`src/rtl/mem_access_unit.sv`:
```
// Data-memory access stage: turns load/store control into a word-wide
// request/acknowledge bus transaction and returns aligned, extended load data.
module mem_access_unit #(
  parameter int unsigned TIMEOUT_CYCLES = 64
) (
  input  logic        clk,
  input  logic        rst,
  input  logic        mem_read,
  input  logic        mem_write,
  input  logic [1:0]  mem_size,
  input  logic        mem_unsigned,
  input  logic [31:0] addr,
  input  logic [31:0] wdata,
  output logic [31:0] rdata,
  output logic        stall,
  output logic        addr_err,
  output logic        bus_err,
  output logic        bus_req,
  output logic        bus_we,
  output logic [31:0] bus_addr,
  output logic [3:0]  bus_be,
  output logic [31:0] bus_wdata,
  input  logic        bus_ack,
  input  logic [31:0] bus_rdata
);

  typedef enum logic [1:0] {
    IDLE = 2'd0,
    REQ  = 2'd1,
    DONE = 2'd2
  } state_e;

  localparam logic [7:0] TIMEOUT_L = 8'(TIMEOUT_CYCLES);

  state_e      state_q, state_d;
  logic [7:0]  cnt_q, cnt_d;
  logic [31:0] rdata_q, rdata_d;
  logic        req_q, req_d;
  logic        we_q, we_d;
  logic [31:0] addr_q, addr_d;
  logic [3:0]  be_q, be_d;
  logic [31:0] wdata_q, wdata_d;
  logic        err_q, err_d;
  logic [1:0]  size_q, size_d;
  logic        uns_q, uns_d;
  logic [1:0]  lo_q, lo_d;

  logic        access_s;
  logic        addr_err_s;
  logic [31:0] load_s;

  function automatic logic [3:0] store_be(input logic [1:0] size, input logic [1:0] lo);
    logic [3:0] be;
    case (size)
      2'b00:   be = 4'b0001 << lo;
      2'b01:   be = lo[1] ? 4'b1100 : 4'b0011;
      2'b10:   be = 4'b1111;
      default: be = 4'b0000;
    endcase
    return be;
  endfunction

  function automatic logic [31:0] store_data(input logic [1:0] size, input logic [31:0] wd);
    logic [31:0] d;
    case (size)
      2'b00:   d = {4{wd[7:0]}};
      2'b01:   d = {2{wd[15:0]}};
      default: d = wd;
    endcase
    return d;
  endfunction

  function automatic logic [31:0] load_extract(input logic [1:0] size, input logic uns,
                                               input logic [1:0] lo, input logic [31:0] word);
    logic [7:0]  b;
    logic [15:0] h;
    logic [31:0] r;
    case (lo)
      2'b00:   b = word[7:0];
      2'b01:   b = word[15:8];
      2'b10:   b = word[23:16];
      default: b = word[31:24];
    endcase
    h = lo[1] ? word[31:16] : word[15:0];
    case (size)
      2'b00:   r = uns ? {24'd0, b} : {{24{b[7]}}, b};
      2'b01:   r = uns ? {16'd0, h} : {{16{h[15]}}, h};
      default: r = word;
    endcase
    return r;
  endfunction

  assign access_s   = mem_read | mem_write;
  assign addr_err_s = access_s & ((mem_size == 2'b11) |
                                  ((mem_size == 2'b01) & addr[0]) |
                                  ((mem_size == 2'b10) & (addr[1:0] != 2'b00)));
  // Extraction uses the fields latched at issue, not the live instruction inputs.
  assign load_s     = load_extract(size_q, uns_q, lo_q, bus_rdata);

  assign stall     = ~rst & access_s & ~addr_err_s & (state_q != DONE);
  assign addr_err  = ~rst & addr_err_s;
  assign rdata     = rdata_q;
  assign bus_err   = err_q;
  assign bus_req   = req_q;
  assign bus_we    = we_q;
  assign bus_addr  = addr_q;
  assign bus_be    = be_q;
  assign bus_wdata = wdata_q;

  always_comb begin
    state_d = state_q;
    cnt_d   = cnt_q;
    rdata_d = rdata_q;
    req_d   = req_q;
    we_d    = we_q;
    addr_d  = addr_q;
    be_d    = be_q;
    wdata_d = wdata_q;
    err_d   = 1'b0;
    size_d  = size_q;
    uns_d   = uns_q;
    lo_d    = lo_q;
    case (state_q)
      IDLE: begin
        if (access_s && !addr_err_s) begin
          state_d = REQ;
          cnt_d   = 8'd0;
          req_d   = 1'b1;
          we_d    = mem_write;
          addr_d  = {addr[31:2], 2'b00};
          be_d    = store_be(mem_size, addr[1:0]);
          wdata_d = store_data(mem_size, wdata);
          size_d  = mem_size;
          uns_d   = mem_unsigned;
          lo_d    = addr[1:0];
        end else begin
          state_d = IDLE;
        end
      end
      REQ: begin
        // An ack in the same cycle as the timeout wins.
        if (bus_ack) begin
          req_d   = 1'b0;
          state_d = DONE;
          if (!we_q) begin
            rdata_d = load_s;
          end else begin
            rdata_d = rdata_q;
          end
        end else if ((cnt_q + 8'd1) == TIMEOUT_L) begin
          req_d   = 1'b0;
          err_d   = 1'b1;
          rdata_d = 32'd0;
          state_d = DONE;
        end else begin
          cnt_d = cnt_q + 8'd1;
        end
      end
      DONE: begin
        state_d = IDLE;
      end
      default: begin
        state_d = IDLE;
      end
    endcase
  end

  always_ff @(posedge clk) begin
    if (rst) begin
      state_q <= IDLE;
      cnt_q   <= 8'd0;
      rdata_q <= 32'd0;
      req_q   <= 1'b0;
      we_q    <= 1'b0;
      addr_q  <= 32'd0;
      be_q    <= 4'd0;
      wdata_q <= 32'd0;
      err_q   <= 1'b0;
      size_q  <= 2'd0;
      uns_q   <= 1'b0;
      lo_q    <= 2'd0;
    end else begin
      state_q <= state_d;
      cnt_q   <= cnt_d;
      rdata_q <= rdata_d;
      req_q   <= req_d;
      we_q    <= we_d;
      addr_q  <= addr_d;
      be_q    <= be_d;
      wdata_q <= wdata_d;
      err_q   <= err_d;
      size_q  <= size_d;
      uns_q   <= uns_d;
      lo_q    <= lo_d;
    end
  end

endmodule

```
`config.mk`:
```
export PLATFORM = sky130hd
export DESIGN_NAME = mem_access_unit
export DESIGN_NICKNAME = d
export VERILOG_FILES = /design/src/rtl/mem_access_unit.sv
export SDC_FILE = /design/constraint.sdc
export NUM_CORES = 1
export LEC_CHECK = 0
export BUFFER_PORTS_ARGS = -buffer_cell sky130_fd_sc_hd__buf_2
export CAP_MARGIN = 20
export CORE_MARGIN = 4
export CORE_UTILIZATION = 53
export DETAILED_ROUTE_END_ITERATION = 16
export PLACE_DENSITY = 0.86
export SLEW_MARGIN = 20
export SYNTH_ARGS = -nofsm -noshare
export SYNTH_HDL_FRONTEND = slang
export SYNTH_SLANG_ARGS = --single-unit
```
`constraint.sdc`:
```
create_clock -name clk -period 4 [get_ports clk]
set_input_delay 0.8 -clock clk [delete_from_list [all_inputs] [get_ports clk]]
set_output_delay 0.8 -clock clk [all_outputs]
set_load 0.02 [all_outputs]
```
==> flow_summary.ini, run 1 <==
[clocking]
clock_sinks = 116
h-tree-depth = 4
cts-resized-gates = 0
clock_latency_ps = 510
cts_made_buffers = 17
cts_root_buf = clkbuf_8
post_cts_buffers = 0
clk_pin_slew_ps = 60
cts_tree = yes
cts.path.max_buffers = 2
holdBufCountCts = 0

[floorplanning]
dieWidth_um = 109
rows = 36
dieArea_um2 = 11900
initial_core_util = 0.548
core_um2 = 9860
die_y_um = 109
io_pins = 209

[placed_design]
gp_congestion = 0.881
hpwl_um = 11200
place_inst = 973
pre_cts_slack_ps = 839
portBuffers = 206

[pwr]
power.share.combinational = 0.167
power.leakage_nw = 3.26
p_sw_frac = 0.290
p_seq_frac = 0.394
power_mw = 3.19
power.switching_mw = 0.926
p_clk_frac = 0.439
power_density_nw_per_um2 = 456
p_int_mw = 2.26
peakVddDrop_uv = 340

[route]
ant_nets = 0
wl_per_cell_um = 15.9
drc_errors = 0
viasPerCell = 5.51
via_count = 5539
dr.pass1.iters = 6
drtIter0Drc = 339
drt_wl_total_um = 16000

[cells_and_area]
antenna_cells = 0
stdcell_count = 1005
final_cell_mix = 206 x buf_2, 193 x nand2_1, 116 x dfxtp_1
final_common_cell = buf_2
layout-drive-gt1-share = 0.295
fin_util = 0.708
layout.nets = 964
syn_to_final_growth_pct = 29.3

[synthesis]
synth_area_per_cell_um2 = 7.96
ys_warn_count = 0
synth-simple-area-share = 0.197
synth_top_family_by_area = compound AO/OA/AOI/OAI gates
synthAdderAreaFrac = 0.00231
synth-xor-area-share = 0
synthArstFlopShare = 0
ys_ff_latch = 116
synth_mux_area_frac = 0.102
synth_cell_types = 50
synth_edf_count = 0
syn_area_um2 = 5410
synth_compound_area_frac = 0.208
ys.flop_type = dfxtp_1
synth_seq_area_share = 0.430
synth_cells = 679

[setup_path]
slowest_stage = nor3_1
critPathRequiredTime_ps = 3200
startpoint = mem_size[0]
rrSetupSlack_ps = 1490
endpoint_kind = output pin
cp_max_fo = 24
cp-start-kind = input port
ff2ff_path_depth = 7
max_stage_delay_ps = 560
critPathMostFrequentCell = buf_2
path_class = in2out
cp-endpoint = stall
cp.arrival_ps = 2370
r2r-start = cnt_q[0]
worstReg2RegEnd = rdata[2]
worstPathCellList = buf_2, nor3_1, nor2_1, a2111oi_0, buf_2

[sta]
finalHoldViolCount = 0
rsz0062_at_grt = false
worstMarginPinSlew_ps = 1080
fin_crit_ps = 3170
max_freq_mhz = 316
setup_viol = 0
fin_skew_ps = 16.3
max_slew_margin = 0.276
drv_slew = 0
setup_tns_ps = 0
min_period_over_period = 0.791
layout_setup_ws_ps = 835

[global_route]
grt_max_degree = 56
antenna_found_initial = 0
grt_pass1_wl_um = 24900
grt_overflow = 0
grt_usage = 0.265
grt_pass1_vias = 5176

[min_path]
hp-class = reg2reg
min_path_cells = 2

[flow_run]
maxCapViolations = 0

[run_status]
status = finished, final reports clean
per-stage QoR:
stage               hold WS (ps)  cell area [um2]
finish                       449             6990
global route                 469             6990
CTS                          451             6990
detailed placement           443             6440
global placement             438             6440
floorplan                    450             5410
registers in the layout (all words and copies together) (netlist names):
name	count
bus_addr	30
bus_wdata	32
lo_q	2
cnt_q	8
state_q	2
size_q	2
bus_be	4
bus_err	1
bus_req	1
uns_q	1
rdata	32
bus_we	1
cells by family after synthesis:
| group | Yosys count |
|---|---|
| and+or+nand+nor | 263 |
| AOI/OAI and AO/OA | 173 |
| DFF | 116 |
| buffers and inverters | 70 |
| muxes | 55 |
| adders and majority gates | 1 |
| other | 1 |
power by group through the flow:
stage / logic, mW / registers, mW / clock network, mW
after detailed placement: 0.526 / 1.28 / 0
after CTS: 0.531 / 1.26 / 1.41
final: 0.532 / 1.26 / 1.40
after global placement: 0.520 / 1.28 / 0
after global routing: 0.582 / 1.26 / 1.47
after floorplan: 0.269 / 1.35 / 0
critical path, delay by kind of cell:
kind	cells	cell delay [ps]
AND/OR/NAND/NOR	2	680
buffers and inverters	2	500
AO/OA/AOI/OAI	1	380
synthesized netlist by cell type, types with 7 or more instances:
library cell	n	area (um2)
o221ai_1	8	70.1
a311oi_1	8	70.1
o21ai_0	31	155
a221o_1	7	70.1
o211ai_1	19	143
a31oi_1	8	50.1
nand2_1	193	724
buf_2	10	50.1
mux2i_1	53	531
nor2_1	33	124
dfxtp_1	116	2320
a211oi_1	8	60.1
clkbuf_1	35	131
nor3_1	12	60.1
a21oi_1	63	315
inv_1	12	45.0
cell type report:
class                   count  area, um2
multi-input cells         494       2790
well taps                 133        166
inverters                  14       52.6
fillers                   796       2880
clock buffers              20        445
repair buffers            216       1110
clock inverters            12        105
flip-flops and latches    116       2320
worst min path at each step:
stage                 startpoint      endpoint  slack, ps
global route        bus_addr[15]  bus_addr[15]        470
detailed placement  bus_addr[15]  bus_addr[15]        440
CTS                  bus_addr[5]   bus_addr[5]        450
global placement       bus_be[3]     bus_be[3]        440
floorplan                  uns_q         uns_q        450
finish              bus_addr[15]  bus_addr[15]        450
metal layers:
metal,routed length [um],vias up,part of all wire,GRT usage
met3,1730,50,0.11,0.101
li1,-,2725,-,-
met5,0,-,0,0
met1,6280,2486,0.39,0.313
met4,648,0,0.040,0.129
met2,7350,278,0.46,0.421
Note: power is estimated with default switching activity, not from simulation.
==> run 2: changes to the inputs <==
Settings changed: ABC_AREA from default to 1, CORE_UTILIZATION 53 to 49, PLACE_DENSITY 0.86 to 0.8.
Clock period 4 ns to 3.1 ns, I/O delays scaled along.
==> run 2 against run 1 <==
Worst setup slack lost 77 ps. Final cell count increased by 17%. Via count increased by 11%. Largest power group unchanged. Combinational power rose by 42%. First-iteration DRC count increased by 72%. Highest routed layer is now met5. Die area increased by 9.8%. Clock skew is 11 ps lower. Clock-buffer cell count fell by 1. Worst hold slack hardly changed.
==> flow_summary.ini, run 2 <==
[clocking]
clock_sinks = 116
cts_made_buffers = 17
cts_root_buf = clkbuf_16
cts.path.max_buffers = 2
post_cts_buffers = 0
clk_pin_slew_ps = 60
clock_latency_ps = 410
h-tree-depth = 4
holdBufCountCts = 0
cts_tree = yes
cts-resized-gates = 0

[run_status]
status = finished, final reports clean

[sta]
min_period_over_period = 0.756
setup_tns_ps = 0
drv_slew = 0
fin_crit_ps = 2340
worst_hold_slack_ps = 450
finalHoldViolCount = 0
fin_skew_ps = 5.18
layout_setup_ws_ps = 757
setup_viol = 0
max_slew_margin = 0.531
worstMarginPinSlew_ps = 703
rsz0062_at_grt = false
max_freq_mhz = 427

[pwr]
power_mw = 4.46
peakVddDrop_uv = 631
power_density_nw_per_um2 = 620
power.leakage_nw = 3.53

[cells_and_area]
final_cell_mix = 262 x nand2_1, 206 x buf_2, 128 x a21oi_1
regArea_um2 = 2320
layout-drive-gt1-share = 0.264
syn_to_final_growth_pct = 30.2
stdcell_area_um2 = 7200
final_common_cell = nand2_1
antenna_cells = 0
multi_input_area_um2 = 2710
fin_util = 0.658
fillers = 1023
layout.nets = 1124
stdcell_count = 1172

[synthesis]
ys.flop_type = dfxtp_1
synth_cells = 835
synth_area_per_cell_um2 = 6.62
synthTopCellsByCount = 263 x nand2_1, 128 x a21oi_1, 116 x dfxtp_1
synth_edf_count = 0
synth_seq_area_share = 0.420
synth_area_leader_cell = dfxtp_1
ys_warn_count = 0
syn_area_um2 = 5530
ys_ff_latch = 116
synthArstFlopShare = 0
synth.most_common_cell = nand2_1
synth.area.top_cells = dfxtp_1 42%, nand2_1 18%, a21oi_1 12%
synth_cell_types = 33
synth_top_area_share = 0.420

[setup_path]
max_stage_delay_ps = 630
cp-start-kind = register
critPathRequiredTime_ps = 3400
worst-path-buf-inv = 1
worstPathCellList = inv_1, nor2_1, a21oi_1, nand3_2, nand3_1, nand2_1, nand3_1, nand2_1, nor2_1
slowest_stage = dfxtp_1
cp.arrival_ps = 2650
path_class = reg2reg
endpoint_kind = register
crit_family = simple AND/OR/NAND/NOR gates
cp_max_fo = 19

[global_route]
grt_max_degree = 68
grt_usage = 0.255
grt_overflow = 0
antenna_found_initial = 3
grt_pass1_wl_um = 26800
grt_pass1_vias = 5454

[route]
drc_errors = 0
drt_wl_total_um = 16900
drtIter0Drc = 584
dr.pass1.iters = 5
ant_nets = 0
via_count = 6138
wl_per_cell_um = 14.4
viasPerCell = 5.24

[placed_design]
placed_area_um2 = 6570
hpwl_um = 11900
place_inst = 1140
portBuffers = 206
pre_cts_slack_ps = 768
gp_congestion = 0.900

[floorplanning]
rows = 38
io_pins = 209
initial_core_util = 0.505
core_um2 = 10900
dieArea_um2 = 13000
dieWidth_um = 114
die_y_um = 114

[min_path]
hp-class = in2reg

[flow_run]
maxCapViolations = 0
[run 2: cell types whose count changed after synthesis, moves of 27 or more]
cell / delta
nor2_1: +41
nand3_1: +30
inv_1: +48
nand2_1: +70
mux2i_1: -53
o21ai_0: +27
a21oi_1: +65
[run 2: area by class of cell]
class / count / share of cell area
Sequential cell: 116 / 0.323
Multi-Input combinational cell: 603 / 0.376
Timing Repair Buffer: 217 / 0.156
Clock inverter: 13 / 0.0254
Clock buffer: 19 / 0.0615
Inverter: 64 / 0.0336
Tap cell: 140 / 0.0243
[run 2: layer usage]
layer / vias up / routed length [um] / global-route usage
met5: - / 28 / 0
met4: 6 / 280 / 0.0926
met3: 35 / 1850 / 0.0930
met2: 308 / 7850 / 0.407
met1: 2729 / 6900 / 0.317
li1: 3060 / - / -
[run 2: path summary, 6_finish.rpt]
| kind | end | cells after the start | startpoint | slack, ps |
|---|---|---|---|---|
| hold reg to reg | bus_addr[10] | 2 | bus_addr[10] | 460 |
| setup / recovery | rdata[18] | 9 | lo_q[1] | 760 |
| setup reg to reg | rdata[18] | 9 | lo_q[1] | 760 |
| hold / removal | bus_addr[20] | 3 | addr[20] | 450 |
[run 2: logic make-up after synthesis]
| logic type | share of synthesized area |
|---|---|
| adders and majority gates | 0.00226 |
| other | 0.000678 |
| buffers and inverters | 0.0914 |
| AOI/OAI and AO/OA | 0.196 |
| and+or+nand+nor | 0.289 |
| DFF | 0.420 |
[run 2: worst register-to-register path, stage by stage, from the launching register on]
cell     delay, ps
dfxtp_1        630
inv_1          320
nor2_1         160
a21oi_1        100
nand3_2        140
nand3_1        460
nand2_1        200
nand3_1        100
nand2_1         90
nor2_1          40
[run 2: report_power, final]
group          leakage, nW  internal, mW  total, mW  switching (mW)
combinational         2.28         0.251      0.757           0.506
clock                0.295          1.36       2.06           0.700
sequential           0.947          1.59       1.64          0.0557
total                 3.53          3.20       4.46            1.26
==> run 3: changes to the inputs <==
Clock period 3.1 ns to 2.3 ns, I/O delays scaled along.
==> run 3 against run 2 <==
Clock power up 27%. Die area unchanged. Final cell count up 0.26%. Global-route usage down 0.14 points. Design area down 0.24%. Worst setup slack worse by 540 ps. Non-clock buffer count up 2.
==> flow_summary.ini, run 3 (synthesis results as in run 2) <==
[clocking]
cts.path.max_buffers = 2
clk_pin_slew_ps = 60
clock_sinks = 116
clock_latency_ps = 410
cts_made_buffers = 17
cts_root_buf = clkbuf_16
h-tree-depth = 4
holdBufCountCts = 0
post_cts_buffers = 0
cts_tree = yes

[run_status]
status = finished, final reports clean

[route]
viasPerCell = 5.18
via_count = 6091
wl_per_cell_um = 14.3
drt_wl_total_um = 16900
drc_errors = 0
ant_nets = 0
drtIter0Drc = 529
dr.pass1.iters = 6

[sta]
rsz0062_at_grt = false
drv_slew = 0
fin_crit_ps = 2080
worstMarginPinSlew_ps = 726
fin_skew_ps = 12.0
finalHoldViolCount = 0
max_freq_mhz = 481
layout_setup_ws_ps = 221
max_slew_margin = 0.516
setup_viol = 0
worst_hold_slack_ps = 292
setup_tns_ps = 0
min_period_over_period = 0.904

[placed_design]
pre_cts_slack_ps = 249
portBuffers = 206
gp_congestion = 0.936
hpwl_um = 11800

[pwr]
power_density_nw_per_um2 = 816
p_sw_frac = 0.315
p_int_mw = 4.02
power.switching_mw = 1.84
p_seq_frac = 0.376
power.leakage_nw = 3.53
peakVddDrop_uv = 552
power.share.combinational = 0.177
p_clk_frac = 0.447
power_mw = 5.86

[floorplanning]
rows = 38
initial_core_util = 0.505
dieArea_um2 = 13000
core_um2 = 10900
die_y_um = 114
io_pins = 209
dieWidth_um = 114

[global_route]
antenna_found_initial = 1
grt_pass1_wl_um = 27100
grt_overflow = 0
grt_max_degree = 68
grt_usage = 0.254
grt_pass1_vias = 5610

[cells_and_area]
fin_util = 0.657
layout-drive-gt1-share = 0.266
final_common_cell = nand2_1
syn_to_final_growth_pct = 29.9
final_cell_mix = 262 x nand2_1, 206 x buf_2, 128 x a21oi_1
layout.nets = 1126

[min_path]
hp-class = in2reg

[setup_path]
critPathRequiredTime_ps = 2590
path_class = reg2reg
cp-start-kind = register
endpoint_kind = register
cp.arrival_ps = 2370
cp_max_fo = 28

[flow_run]
maxCapViolations = 0
[run 3: cell types whose count changed in the layout (fill, tap and decap cells not counted), moves of 2 or more]
cell,previous run,this run
clkinv_2,4,1
buf_4,10,12
inv_8,0,4
inv_6,0,6
bufinv_16,4,1
[run 3: final cells by class]
class,instances,area [um2]
Inverter,64,241
Timing Repair Buffer,219,1140
Clock inverter,15,159
Clock buffer,17,425
Tap cell,140,175
Antenna cell,1,2.50
Sequential cell,116,2320
Multi-Input combinational cell,603,2710
Fill cell,996,3760
[run 3: worst max-delay path, cell delays in order (launching register included)]
cell and delay, ps:
dfxtp_1 400, ha_1 240, nand2_1 100, nor2_2 120, nand2_1 60, nand2_1 70
nand2_2 60, nor2_2 130, nand2_1 120, nand2_2 110, buf_4 300, nand3_1 130
nand2_1 70, nor2_1 40
[run 3: stage by stage]
| step | instance area, um2 | instances |
|---|---|---|
| 2_1_floorplan | 5530 | 836 |
| 3_3_place_gp | 6590 | 1142 |
| 3_5_place_dp | 6590 | 1142 |
| 4_1_cts | 7170 | 1174 |
| 5_1_grt | 7180 | 1174 |
| 6_report | 7180 | 1175 |
[run 3: worst paths after layout]
path                              startpoint      endpoint  slack (ps)  cells past startpoint
worst max-delay path                cnt_q[0]     rdata[13]         220                     13
worst min register to register  bus_addr[14]  bus_addr[14]         460                      2
worst max register to register      cnt_q[0]     rdata[13]         220                     13
worst min-delay path                addr[16]  bus_addr[16]         290                      3
[run 3: power groups by stage]
stage,Combinational (mW),Sequential [mW],Clock (mW)
final,1.03,2.20,2.62
after global routing,1.15,2.22,2.75
after CTS,1.03,2.20,2.66
after detailed placement,1.02,2.24,0
after global placement,1.01,2.25,0
after floorplan,0.536,2.38,0
[run 3: per-layer routing]
layer / vias to the layer above / GRT usage / share of wire
met2: 303 / 0.408 / 0.46
met3: 30 / 0.0798 / 0.11
met4: 2 / 0.0823 / 0.019
li1: 3064 / - / -
met1: 2692 / 0.325 / 0.41
met5: - / 0 / 0.00042
[run 3: timing repair]
action | 4_1_cts | 5_1_grt
gates resized for setup | 0 | 1
setup endpoints to repair | 0 | 17
endpoints found under the hold margin | 0 | 0
